**src/rtl/keccak_dom_pkg.sv**
```systemverilog
`default_nettype none
// ============================================================================
//  Module      : keccak_dom_pkg
//  Description : Shared constants, FSM encoding and helper functions for the
//                DOM-Keccak masking randomness source.
//                  LFSR_W            LFSR state width (128)
//                  SEED_W/SEED_WORDS TRNG seed word width and words per seed
//                  TAP_*             feedback taps of x^128+x^126+x^101+x^99+1
//                  rs_state_t        randomness source FSM states
//                  z_width()         Z word width for a given share count
//  Revision    : 1.0 - initial release
// ============================================================================
package keccak_dom_pkg;

    localparam int LFSR_W     = 128;
    localparam int SEED_W     = 32;
    localparam int SEED_WORDS = LFSR_W / SEED_W;

    // Fibonacci feedback taps, expressed as state bit indices.
    localparam int TAP_A = 127;
    localparam int TAP_B = 125;
    localparam int TAP_C = 100;
    localparam int TAP_D = 98;

    typedef enum logic [2:0] {
        ST_IDLE = 3'd0,
        ST_SEED = 3'd1,
        ST_WARM = 3'd2,
        ST_RUN  = 3'd3,
        ST_EXH  = 3'd4
    } rs_state_t;

    // One fresh bit per share pair per chi lane of the 5-bit sbox row.
    function automatic int z_width(input int shares);
        return ((shares * shares - shares) / 2) * 5;
    endfunction

endpackage
`default_nettype wire

```
**src/rtl/keccak_lfsr_advance.sv**
```systemverilog
`default_nettype none
// ============================================================================
//  Module      : keccak_lfsr_advance
//  Description : Combinational multi-step advance of the 128-bit Fibonacci
//                LFSR. Each step shifts toward the MSB and inserts
//                s[127]^s[125]^s[100]^s[98] at bit 0.
//                  StatexDI  in   128  current state
//                  StatexDO  out  128  state after STEPS single steps
//  Revision    : 1.0 - initial release
// ============================================================================
module keccak_lfsr_advance
    import keccak_dom_pkg::*;
#(
    parameter int STEPS = 50
) (
    input  logic [LFSR_W-1:0] StatexDI,
    output logic [LFSR_W-1:0] StatexDO
);

    always_comb begin : p_unroll
        logic [LFSR_W-1:0] w_state;
        w_state = StatexDI;
        for (int i = 0; i < STEPS; i++) begin
            w_state = {w_state[LFSR_W-2:0],
                       w_state[TAP_A] ^ w_state[TAP_B] ^ w_state[TAP_C] ^ w_state[TAP_D]};
        end
        StatexDO = w_state;
    end

endmodule
`default_nettype wire

```
**src/rtl/keccak_dom_rand_src.sv**
```systemverilog
`default_nettype none
// ============================================================================
//  Module      : keccak_dom_rand_src
//  Description : Fresh masking randomness for the DOM-masked Keccak chi layer.
//                A 128-bit LFSR is seeded from four TRNG words, warmed up, then
//                advanced Z_W steps for every Z word taken by the consumer.
//                A forced reseed is requested after RESEED_INTERVAL words.
//                  ClkxCI        in   1    clock, rising edge
//                  RstxRBI       in   1    asynchronous active-low reset
//                  SeedxDI       in   32   seed word from TRNG
//                  SeedValidxSI  in   1    seed word valid
//                  SeedReadyxSO  out  1    seed word accepted when valid
//                  ReseedxSI     in   1    reseed request (level)
//                  ZxDO          out  Z_W  randomness word (register slice)
//                  ZValidxSO     out  1    ZxDO valid
//                  ZReadyxSI     in   1    consumer takes ZxDO
//                  ReseedReqxSO  out  1    word budget exhausted, seed needed
//  Revision    : 1.0 - initial release
// ============================================================================
module keccak_dom_rand_src
    import keccak_dom_pkg::*;
#(
    parameter int SHARES          = 5,
    parameter int WARMUP_CYCLES   = 16,
    parameter int RESEED_INTERVAL = 4096,
    localparam int Z_W            = z_width(SHARES)
) (
    input  logic              ClkxCI,
    input  logic              RstxRBI,
    input  logic [SEED_W-1:0] SeedxDI,
    input  logic              SeedValidxSI,
    output logic              SeedReadyxSO,
    input  logic              ReseedxSI,
    output logic [Z_W-1:0]    ZxDO,
    output logic              ZValidxSO,
    input  logic              ZReadyxSI,
    output logic              ReseedReqxSO
);

    localparam int WU_W = (WARMUP_CYCLES > 0) ? $clog2(WARMUP_CYCLES + 1) : 1;
    localparam int OC_W = (RESEED_INTERVAL > 0) ? $clog2(RESEED_INTERVAL + 1) : 1;

    localparam logic [WU_W-1:0] c_WU_LAST  = WU_W'((WARMUP_CYCLES > 0) ? WARMUP_CYCLES - 1 : 0);
    localparam logic [OC_W:0]   c_OC_LIMIT = (OC_W + 1)'(RESEED_INTERVAL);
    localparam logic [1:0]      c_WC_LAST  = 2'(SEED_WORDS - 1);

    rs_state_t         r_state, w_state_nxt;
    logic [LFSR_W-1:0] r_lfsr,  w_lfsr_nxt;
    logic [1:0]        r_wcnt,  w_wcnt_nxt;
    logic [WU_W-1:0]   r_wucnt, w_wucnt_nxt;
    logic [OC_W-1:0]   r_ocnt,  w_ocnt_nxt;

    logic [LFSR_W-1:0] w_lfsr_adv;
    logic [LFSR_W-1:0] w_seed_mix;
    logic [1:0]        w_slot;
    logic              w_hs;
    logic [OC_W:0]     w_ocnt_sum;

    keccak_lfsr_advance #(
        .STEPS (Z_W)
    ) u_adv (
        .StatexDI (r_lfsr),
        .StatexDO (w_lfsr_adv)
    );

    // Seed words are XORed into their slot so a reseed mixes with the old
    // state instead of replacing it. After reset the state is zero, so the
    // first seeding is a plain load. IDLE and EXH always start at slot 0.
    assign w_slot     = (r_state == ST_SEED) ? r_wcnt : 2'd0;
    assign w_seed_mix = r_lfsr ^ ({{(LFSR_W - SEED_W){1'b0}}, SeedxDI} << {w_slot, 5'b0});

    assign w_hs       = (r_state == ST_RUN) && ZReadyxSI;
    assign w_ocnt_sum = {1'b0, r_ocnt} + (OC_W + 1)'(w_hs);

    // Output word is a plain slice of the state register.
    assign ZxDO = r_lfsr[Z_W-1:0];

    always_ff @(posedge ClkxCI or negedge RstxRBI) begin
        if (!RstxRBI) begin
            r_state <= ST_IDLE;
            r_lfsr  <= '0;
            r_wcnt  <= '0;
            r_wucnt <= '0;
            r_ocnt  <= '0;
        end else begin
            r_state <= w_state_nxt;
            r_lfsr  <= w_lfsr_nxt;
            r_wcnt  <= w_wcnt_nxt;
            r_wucnt <= w_wucnt_nxt;
            r_ocnt  <= w_ocnt_nxt;
        end
    end

    always_comb begin
        w_state_nxt  = r_state;
        w_lfsr_nxt   = r_lfsr;
        w_wcnt_nxt   = r_wcnt;
        w_wucnt_nxt  = r_wucnt;
        w_ocnt_nxt   = r_ocnt;
        SeedReadyxSO = 1'b0;
        ZValidxSO    = 1'b0;
        ReseedReqxSO = 1'b0;

        case (r_state)
            ST_IDLE, ST_EXH: begin
                SeedReadyxSO = 1'b1;
                ReseedReqxSO = (r_state == ST_EXH);
                if (SeedValidxSI) begin
                    w_lfsr_nxt  = w_seed_mix;
                    w_wcnt_nxt  = 2'd1;
                    w_state_nxt = ST_SEED;
                end
            end

            ST_SEED: begin
                SeedReadyxSO = 1'b1;
                if (SeedValidxSI) begin
                    if (r_wcnt == c_WC_LAST) begin
                        // An all-zero state would lock the LFSR up forever.
                        w_lfsr_nxt  = (w_seed_mix == '0) ? {{(LFSR_W - 1){1'b0}}, 1'b1}
                                                         : w_seed_mix;
                        w_wcnt_nxt  = 2'd0;
                        w_wucnt_nxt = '0;
                        w_ocnt_nxt  = '0;
                        w_state_nxt = (WARMUP_CYCLES == 0) ? ST_RUN : ST_WARM;
                    end else begin
                        w_lfsr_nxt = w_seed_mix;
                        w_wcnt_nxt = r_wcnt + 2'd1;
                    end
                end
            end

            ST_WARM: begin
                w_lfsr_nxt  = w_lfsr_adv;
                w_wucnt_nxt = r_wucnt + WU_W'(1);
                if (r_wucnt == c_WU_LAST) begin
                    w_ocnt_nxt  = '0;
                    w_state_nxt = ST_RUN;
                end
            end

            ST_RUN: begin
                ZValidxSO = 1'b1;
                if (w_hs) begin
                    w_lfsr_nxt = w_lfsr_adv;
                    w_ocnt_nxt = w_ocnt_sum[OC_W-1:0];
                end
                // A reseed request wins over budget exhaustion; the handshake
                // in the same cycle still completes.
                if (ReseedxSI) begin
                    w_wcnt_nxt  = 2'd0;
                    w_state_nxt = ST_SEED;
                end else if ((RESEED_INTERVAL != 0) && (w_ocnt_sum == c_OC_LIMIT)) begin
                    w_state_nxt = ST_EXH;
                end
            end

            default: begin
                w_state_nxt = ST_IDLE;
            end
        endcase
    end

endmodule
`default_nettype wire

```
**config.mk**
```make
export PLATFORM = sky130hd
export DESIGN_NAME = keccak_dom_rand_src
export DESIGN_NICKNAME = d
export VERILOG_FILES = /design/src/rtl/keccak_dom_pkg.sv /design/src/rtl/keccak_lfsr_advance.sv /design/src/rtl/keccak_dom_rand_src.sv
export SDC_FILE = /design/constraint.sdc
export NUM_CORES = 1
export LEC_CHECK = 0
export CAP_MARGIN = 40
export CELL_PAD_IN_SITES_DETAIL_PLACEMENT = 1
export CELL_PAD_IN_SITES_GLOBAL_PLACEMENT = 1
export CORE_MARGIN = 10
export CORE_UTILIZATION = 30
export DETAILED_ROUTE_END_ITERATION = 6
export GPL_ROUTABILITY_DRIVEN = 0
export GPL_TIMING_DRIVEN = 0
export PLACE_DENSITY = 0.56
export SLEW_MARGIN = 20
export SYNTH_ARGS = -nofsm -noshare
export SYNTH_HDL_FRONTEND = slang
export SYNTH_HIERARCHICAL = 1
export SYNTH_SLANG_ARGS = --single-unit
```
**constraint.sdc**
```tcl
create_clock -name ClkxCI -period 8.1 [get_ports ClkxCI]
set_input_delay 0.81 -clock ClkxCI [delete_from_list [all_inputs] [get_ports ClkxCI]]
set_output_delay 0.81 -clock ClkxCI [all_outputs]
set_load 0.02 [all_outputs]
```
==> results of run 1 <==
[cells by family after synthesis]
family,count (synthesis),share of synthesized area (%)
AO/OA/AOI/OAI,621,30.1
buffers and inverters,295,11.9
multiplexers,1,0.0805
XOR/XNOR,175,11.0
AND/OR/NAND/NOR,519,19.5
flip-flops,151,27.0
adder cells (fa/ha/maj),5,0.447
[synth_stat cells, types with 7 or more instances]
master	number	area (µm²)
a221o_1	29	290
nor4bb_1	38	380
nand2_1	170	638
a31o_2	25	219
a311oi_1	22	193
and3_1	9	56.3
nand4_1	19	119
xor2_1	67	587
dfrtp_1	151	3780
clkbuf_1	120	450
nor2_1	103	387
nand3_1	31	155
nor2b_1	7	43.8
nor3_1	62	310
buf_1	8	30.0
buf_4	131	983
a21o_1	35	263
o21ai_0	113	566
nand2b_1	11	68.8
or3_1	7	43.8
buf_2	11	55.1
xnor2_1	107	937
a31o_1	10	87.6
inv_1	16	60.1
a221oi_1	29	254
o31ai_1	16	120
a22oi_1	10	75.1
a31oi_1	44	275
nor4_1	16	100
o32ai_1	29	254
o2111ai_1	8	70.1
o211ai_1	10	75.1
a21oi_1	175	876
[worst max path at each step]
stage                      from         end
finish              SeedxDI[25]  r_lfsr[31]
floorplan            r_state[2]  r_state[1]
global route         SeedxDI[1]  r_lfsr[31]
CTS                  SeedxDI[1]  r_lfsr[31]
global placement        RstxRBI  r_lfsr[48]
detailed placement   SeedxDI[1]  r_lfsr[31]
[metal layers]
metal / track usage (%) / vias to the layer above
met1: 37.1 / 8119
met2: 43.7 / 1001
met5: 0 / -
met4: 20.7 / 4
met3: 7.38 / 271
li1: - / 6676
[worst reg2reg max path: cells and delay by family (launching register included)]
| family | cells | cell delay [ns] |
|---|---|---|
| flops | 1 | 0.44 |
| compound gates | 3 | 1.60 |
| buf+inv | 2 | 0.80 |
| simple gates | 6 | 2.30 |
[registers in the layout, indices dropped and copies added, names as in the netlist]
register and flops:
r_state 3, r_wcnt 2, r_ocnt 13, r_wucnt 5, r_lfsr 128
[layout make-up]
class / instances / area, µm²
Fill cell: 5601 / 30000
Sequential cell: 151 / 3780
Buffer: 278 / 1600
Multi-Input combinational cell: 1321 / 8560
Clock inverter: 13 / 174
Timing Repair Buffer: 93 / 983
Inverter: 17 / 63.8
Clock buffer: 19 / 443
Tap cell: 607 / 759
[metrics by stage]
| step | instance area [µm²] | std cells |
|---|---|---|
| 5_1_grt | 16400 | 2499 |
| 2_1_floorplan | 14000 | 1767 |
| 3_5_place_dp | 15700 | 2461 |
| 4_1_cts | 16300 | 2493 |
| 6_report | 16400 | 2499 |
| 3_3_place_gp | 15400 | 2440 |
[power groups by stage]
stage	logic (mW)	clock network [mW]	registers, mW
6_report	4.32	0.904	1.96
5_1_grt	4.56	0.947	1.96
4_1_cts	4.22	0.924	1.91
3_5_place_dp	4.20	0	1.92
3_3_place_gp	4.09	0	1.91
2_1_floorplan	2.76	0	1.44
[cells in the final DEF (no fill, tap or decap), drive strengths merged, types with 11 or more instances in the layout]
| cell type | n |
|---|---|
| nor3 | 62 |
| a21o | 35 |
| nor4bb | 38 |
| dfrtp | 151 |
| clkdlybuf4s50 | 65 |
| nand2b | 11 |
| a221o | 29 |
| a221oi | 29 |
| a21oi | 175 |
| nor2 | 104 |
| a31oi | 44 |
| o32ai | 29 |
| xnor2 | 107 |
| a311oi | 22 |
| buf | 184 |
| nand4 | 20 |
| nand3 | 31 |
| inv | 17 |
| a31o | 35 |
| clkbuf | 141 |
| nor4 | 18 |
| o31ai | 17 |
| o21ai | 114 |
| nand2 | 174 |
| xor2 | 68 |
==> flow_summary.ini, run 1 <==
[worst_setup_path]
worstPathBufferInverterCount = 3
r2r_start = r_state[0]
critPathKind = primary input to flop
cp.required_ns = 8.43
worstSetupPathDepth = 11
max_stage_delay_ns = 0.99
startpoint_type = primary input
cp_slowest_cell = a2111oi_0
cpMostUsedCell = clkbuf_1
cp_top_family = buffers and inverters
timing.rr.end = r_lfsr[31]
cp_max_fo = 10
cp_cell_sequence = clkdlybuf4s50_1 -> clkbuf_1 -> xor2_1 -> a2111oi_0 -> o2111ai_1 -> nor3_1 -> nand4_1 -> or2_1 -> nand2_1 -> clkbuf_1 -> o21ai_0
rrSetupSlack_ns = 2.77
crit_arrival_ns = 5.93
reg2reg_depth = 11
cp-end-kind = flop

[placement]
dpl.hpwl_mm = 64.9
portBuffers = 66
post-place-ws_ns = 2.29

[floorplanning]
die-area_um2 = 55700
chipWidth_um = 236
io_pins = 90
core.rowCount = 79
die_h_um = 236
initial_utilization_pct = 30.2
coreArea_um2 = 46400

[routing]
wl_met2_mm = 36.2
dr.pass1.iters = 6
met1_length_mm = 33.9
drt_iter0_markers = 2028
via_per_inst = 6.43
top_layer = met5
avgRoutedWirePerCell_um = 33.9
ant_nets = 0
wl_met3_mm = 8.50
wirelength_mm = 84.7
vias = 16100
drc = 0

[power]
p_per_area_nw_per_um2 = 440
netSwitchingFraction_pct = 53.9
clockPowerShare_pct = 12.6
power_frac_seq_pct = 27.3
p_int_mw = 3.31
power.leakage_nw = 5.97
p_sw_mw = 3.88
finalPower_mw = 7.19
comb_power_share_pct = 60.1
ir_worst_vdd_mv = 0.160

[sta]
maxSlewViolCount = 0
min_period_ns = 5.61
worst_pin_slew_ns = 1.15
finalWorstSetupSlack_ns = 2.49
hold_viol_final = 0
max_freq_mhz = 178
rsz0062_at_grt = no
slew_headroom_pct = 21.1
holdWs_ns = 0.254
final.period_utilization_pct = 69.2
fin_skew_ns = 0.0126
setup_viol = 0
fin_tns_setup_ns = 0

[clock_network]
cts_buffer_depth = 2
htree_levels = 4
insertion_delay_ns = 0.52
cts-resized-gates = 0
cts_tree = yes
path_clk_slew_ns = 0.07
clkSinkCount = 151
cts_setup_buffers = 0
cts_root_buf = clkbuf_16
hold_buffers = 0
cts_buffers = 17

[yosys]
synth.avg_cell_area_um2 = 7.91
ys.flop_type = dfrtp_1
ys_seq_elements = 151
synth_edf_count = 0
syn_area_um2 = 14000
yosys_warnings = 6
syn_nets = 1809
yosysUniqueCellTypes = 90
synth_async_sr_flop_share_pct = 100
synthCells = 1767
yosysSeqAreaShare_pct = 27.0

[grt]
grt_max_degree = 80
overflow = 0
grtUsageTotal_pct = 29.6
grt_pass1_wl_mm = 119
antenna_found_initial = 3
grt_pass1_vias = 15600

[finish]
nets = 1921
num_antenna_cells = 0
drive_gt1_share_pct = 13.8
synthToLayoutAreaGrowth_pct = 16.9
fin_util_pct = 35.3

[hold_path]
hp-class = primary input to asynchronous set/reset pin

[job]
maxCapViolCount = 0

[status]
status = finished, final reports clean
Note: power is estimated with default switching activity, not from simulation.
==> run 2, diff against run 1 <==
--- a/config.mk
+++ b/config.mk
@@ -13,7 +13,7 @@
 export DETAILED_ROUTE_END_ITERATION = 6
 export GPL_ROUTABILITY_DRIVEN = 0
 export GPL_TIMING_DRIVEN = 0
-export PLACE_DENSITY = 0.56
+export PLACE_DENSITY = 0.58
 export SLEW_MARGIN = 20
 export SYNTH_ARGS = -nofsm -noshare
 export SYNTH_HDL_FRONTEND = slang
==> constraint.sdc (replaced) <==
create_clock -name ClkxCI -period 5.1 [get_ports ClkxCI]
set_input_delay 0.51 -clock ClkxCI [delete_from_list [all_inputs] [get_ports ClkxCI]]
set_output_delay 0.51 -clock ClkxCI [all_outputs]
set_load 0.02 [all_outputs]
==> run 2 against run 1 <==
Compared with the run above: the flow now finishes with violations (negative hold slack, negative setup slack); global-route usage decreased by 0.48 points; via count about the same; sequential share of layout area fell by 0.083 points; setup slack lost 2.6 ns; clock skew up 0.0041 ns; final area up 0.36%; core utilization is 0.13 points higher; critical endpoint unchanged; largest power group unchanged; highest routed layer is now met4.
==> flow_summary.ini, run 2 (synthesis gave the netlist of run 1 again) <==
[placement]
placed_area_um2 = 15700
portBuffers = 66
placedCellCount = 2460
dpl.hpwl_mm = 64.2

[clock_network]
cts-resized-gates = 0
cts_buffer_depth = 2
cts_setup_buffers = 0
htree_levels = 4
cts_tree = yes
cts_root_buf = clkbuf_16
hold_buffers = 0
path_clk_slew_ns = 0.07
insertion_delay_ns = 0.50
cts_buffers = 17
clkSinkCount = 151

[routing]
via_per_inst = 6.42
drc = 0
wl_met2_mm = 35.4
vias = 16100
drt_iter0_markers = 1992
met1_length_mm = 33.5
wirelength_mm = 83.9
avgRoutedWirePerCell_um = 33.5
dr.pass1.iters = 6
ant_nets = 0
wl_met3_mm = 8.88
top_layer = met4

[sta]
final.period_utilization_pct = 102
rsz0062_at_grt = no
maxSlewViolCount = 0
slew_headroom_pct = 36.6
holdWs_ns = -0.0306
worst_pin_slew_ns = 0.950
setup_viol = 1
min_period_ns = 5.18
hold_viol_final = 13
fin_skew_ns = 0.0167
finalWorstSetupSlack_ns = -0.0829
max_freq_mhz = 193

[power]
comb_power_share_pct = 60.0
netSwitchingFraction_pct = 53.5
ir_worst_vdd_mv = 0.294
p_per_area_nw_per_um2 = 694
clockPowerShare_pct = 12.7
p_sw_mw = 6.09
p_int_mw = 5.30
power_frac_seq_pct = 27.3
power.leakage_nw = 6.00

[hold_path]
hp-class = primary input to asynchronous set/reset pin

[worst_setup_path]
rrSetupSlack_ns = -0.05
r2r_start = r_state[0]
cp-end-kind = flop
endpoint = r_lfsr[31]
cp-startpoint = SeedxDI[25]
crit_arrival_ns = 5.48
reg2reg_depth = 11
startpoint_type = primary input
cp_max_fo = 10
timing.rr.end = r_lfsr[31]
critPathKind = primary input to flop
cp.required_ns = 5.40

[finish]
largest_register_ff_count = 128
fin_util_pct = 35.4
fin_area_um2 = 16400
drive_gt1_share_pct = 14.0
layout_common_cells = a21oi_1 (174), nand2_1 (170), dfrtp_1 (151), buf_4 (132), clkbuf_1 (120)
fin_cells = 2504
final_common_cell = a21oi_1
top_register = r_lfsr
synthToLayoutAreaGrowth_pct = 17.4
nets = 1925
top_regs = r_lfsr: 128 flops, r_ocnt: 13 flops, r_wucnt: 5 flops

[job]
maxCapViolCount = 0

[grt]
grt_max_degree = 83
grt_pass1_vias = 15300
overflow = 0
grtUsageTotal_pct = 29.1
antenna_found_initial = 0
grt_pass1_wl_mm = 117

[floorplanning]
core.rowCount = 79
initial_utilization_pct = 30.2
die-area_um2 = 55700
io_pins = 90
die_h_um = 236
chipWidth_um = 236
coreArea_um2 = 46400

[status]
status = finished, violations left
violations = negative hold slack, negative setup slack
-- run 2: cell types whose count changed in the layout (fill, tap and decap cells not counted), sizes merged --
cell / previous run / this run
bufinv: 3 / 4
buf: 184 / 187
clkbuf: 141 / 142
diode: 0 / 2
clkinv: 7 / 5
-- run 2: how the worst min path moves through the flow --
stage,startpoint,endpoint,slack (ns)
after global routing,RstxRBI,r_lfsr[5],0.02
after detailed placement,r_ocnt[0],r_ocnt[0],0.49
after global placement,r_ocnt[0],r_ocnt[0],0.49
after floorplan,RstxRBI,r_lfsr[0],0.21
after CTS,RstxRBI,r_lfsr[19],0.01
final,RstxRBI,r_lfsr[101],-0.03
-- run 2: area by class of cell --
class	instances	area [µm²]
clock inverter	12	175
multi-input combinational	1321	8560
sequential	151	3780
timing repair buffer	97	1030
clock buffer	19	443
inverter	17	63.8
tap	607	759
fill	5591	29900
antenna	2	5.00
buffer	278	1600
-- run 2: per-stage QoR --
| stage | total power [mW] | setup TNS (ns) | setup WS, ns |
|---|---|---|---|
| global placement | 9.46 | -604.45 | -3.87 |
| finish | 11.4 | -0.0829 | -0.0829 |
| floorplan | 6.67 | 0 | 1.46 |
| detailed placement | 9.66 | -6.12 | -0.373 |
| CTS | 11.1 | 0 | 0.108 |
| global route | 11.8 | 0 | 0.0289 |
-- run 2: power by group through the flow --
stage / combinational (mW) / clock, mW / sequential [mW]
3_3_place_gp: 6.44 / 0 / 3.02
4_1_cts: 6.65 / 1.47 / 3.02
5_1_grt: 7.20 / 1.51 / 3.10
2_1_floorplan: 4.38 / 0 / 2.29
6_report: 6.84 / 1.44 / 3.11
3_5_place_dp: 6.62 / 0 / 3.03
-- run 2: per-layer routing --
layer  GRT usage, %  vias to the layer above
met1           37.2                     8101
met4           19.4                        0
met2           42.6                     1035
met5              0                        -
met3           7.10                      268
li1               -                     6662
-- run 2: critical path, stage by stage --
cell and delay [ns]:
clkdlybuf4s50_1 0.73, clkbuf_1 0.67, xor2_1 0.15, a2111oi_0 0.74, o2111ai_1 0.23, nor3_1 0.59, nand4_1 0.15, or2_1 0.34
nand2_1 0.40, clkbuf_1 0.63, o21ai_0 0.33
==> run 3, diff against run 2 <==
--- a/config.mk
+++ b/config.mk
@@ -10,6 +10,7 @@
 export CELL_PAD_IN_SITES_GLOBAL_PLACEMENT = 1
 export CORE_MARGIN = 10
 export CORE_UTILIZATION = 30
+export CTS_BUF_LIST = sky130_fd_sc_hd__clkbuf_8
 export DETAILED_ROUTE_END_ITERATION = 6
 export GPL_ROUTABILITY_DRIVEN = 0
 export GPL_TIMING_DRIVEN = 0
==> constraint.sdc (replaced) <==
create_clock -name ClkxCI -period 5.1 [get_ports ClkxCI]
set_input_delay 1.275 -clock ClkxCI [delete_from_list [all_inputs] [get_ports ClkxCI]]
set_output_delay 1.275 -clock ClkxCI [all_outputs]
set_load 0.02 [all_outputs]
==> run 3 against run 2 <==
Compared with the run above: the flow finishes with violations (negative setup slack); critical path depth stayed put; hold slack better by 0.55 ns; non-clock buffer count fell by 5; count of clock-buffer cells in the layout decreased by 1; power fell by 3.0%; global-route usage barely moved.
==> flow_summary.ini, run 3 (synthesis gave the netlist of run 1 again) <==
[status]
status = finished, violations left
violations = negative setup slack

[routing]
wirelength_mm = 83.7
vias = 16000
drc = 0
dr.pass1.iters = 6
avgRoutedWirePerCell_um = 33.5
drt_iter0_markers = 1935
ant_nets = 0
via_per_inst = 6.41

[grt]
grt_max_degree = 83
grt_pass1_wl_mm = 117
grtUsageTotal_pct = 29.0
overflow = 0
grt_pass1_vias = 15300
antenna_found_initial = 1

[clock_network]
cts_setup_buffers = 0
clkSinkCount = 151
cts_buffers = 17
insertion_delay_ns = 0.58
cts_tree = yes
cts_buffer_depth = 2
cts_root_buf = clkbuf_8
path_clk_slew_ns = 0.10
htree_levels = 4
hold_buffers = 0

[worst_setup_path]
rrSetupSlack_ns = 0.26
crit_arrival_ns = 5.68
cpMostUsedCell = o21ai_0
cp-end-kind = flop
reg2reg_depth = 12
cp_top_family = buffers and inverters
timing.rr.end = r_lfsr[31]
max_stage_delay_ns = 0.84
critPathKind = primary input to flop
r2r_start = r_state[0]
cp_cell_sequence = clkdlybuf4s50_1 -> clkbuf_2 -> a31oi_1 -> o21ai_0 -> o211ai_1 -> nor4_1 -> nand4_2 -> or2_1 -> nand2_1 -> buf_2 -> o21ai_0
cp_slowest_cell = clkdlybuf4s50_1
cp.required_ns = 5.50
worstPathBufferInverterCount = 3
cp-startpoint = SeedxDI[1]
startpoint_type = primary input
cp_max_fo = 10

[finish]
top_register = r_lfsr
final_common_cell = a21oi_1
drive_gt1_share_pct = 14.4
synthToLayoutAreaGrowth_pct = 15.9
nets = 1920
top_regs = r_lfsr: 128 flops, r_ocnt: 13 flops, r_wucnt: 5 flops
layout_common_cells = a21oi_1 (174), nand2_1 (169), dfrtp_1 (151), buf_4 (131), o21ai_0 (112)
fin_util_pct = 35.0
largest_register_ff_count = 128
num_antenna_cells = 0

[floorplanning]
chipWidth_um = 236
coreArea_um2 = 46400
io_pins = 90
die_h_um = 236
initial_utilization_pct = 30.2
die-area_um2 = 55700
core.rowCount = 79

[hold_path]
min_from = r_wucnt[4]
hold_end = r_wucnt[4]
min_path_cells = 2
hp-class = flop to flop

[power]
ir_worst_vdd_mv = 0.283
p_per_area_nw_per_um2 = 682
power.leakage_nw = 5.93

[sta]
rsz0062_at_grt = no
worst_pin_slew_ns = 1.03
finalWorstSetupSlack_ns = -0.185
max_freq_mhz = 189
final.period_utilization_pct = 104
fin_skew_ns = 0.0253
hold_viol_final = 0
slew_headroom_pct = 30.4
maxSlewViolCount = 0
min_period_ns = 5.29
setup_viol = 21

[placement]
post-place-ws_ns = -1.14
dpl.hpwl_mm = 64.2
portBuffers = 66

[job]
maxCapViolCount = 0
run 3: power by group:
group / switching [mW] / total, mW / leakage, nW / internal (mW)
Sequential: 1.48 / 3.10 / 1.60 / 1.62
Clock: 0.578 / 1.12 / 0.212 / 0.540
Combinational: 3.98 / 6.83 / 4.11 / 2.86
Total: 6.04 / 11.1 / 5.93 / 5.01
run 3: worst max path at each step:
| stage | end | slack (ns) | depth (start not counted) |
|---|---|---|---|
| floorplan | r_lfsr[114] | 1.13 | 11 |
| global placement | r_ocnt[1] | -4.64 | 1 |
| detailed placement | r_lfsr[31] | -1.14 | 11 |
| CTS | r_lfsr[13] | 0.03 | 11 |
| global route | r_lfsr[31] | 0.02 | 13 |
| finish | r_lfsr[31] | -0.19 | 11 |
run 3: routing by layer:
metal | global-route usage (%) | up-vias | share of wire, %
met5 | 0 | - | 0
met4 | 19.4 | 0 | 7.5
met3 | 7.81 | 267 | 11
met2 | 42.3 | 982 | 42
met1 | 36.9 | 8088 | 40
li1 | - | 6667 | -
run 3: stage by stage:
stage	hold WS, ns	instance area (µm²)	std cells	total power, mW	TNS (ns)
after CTS	0.521	16100	2491	10.8	0
final	0.516	16200	2497	11.1	-0.982
after global routing	0.541	16200	2497	11.5	0
after global placement	0.493	15400	2440	9.46	-807.52
after detailed placement	0.491	15700	2460	9.66	-62.82
after floorplan	0.472	14000	1767	6.67	0
run 3: area by class of cell:
cell class | count | area [µm²]
inverters | 17 | 63.8
multi-input cells | 1321 | 8580
fillers | 5606 | 30200
repair buffers | 92 | 995
flip-flops and latches | 151 | 3780
plain buffers | 278 | 1610
clock inverters | 13 | 179
clock buffers | 18 | 248
well taps | 607 | 759
run 3: worst min-delay path, cell delays in order (launching register included):
cell	delay [ns]
dfrtp_1	0.33
inv_1	0.05
o32ai_1	0.09
run 3: timing repair:
| item | in CTS | in global routing |
|---|---|---|
| hold endpoints to repair | 0 | 0 |
| gates resized for setup | 8 | 11 |
| endpoints found under the setup margin | 44 | 33 |
| pin swaps | 0 | 0 |
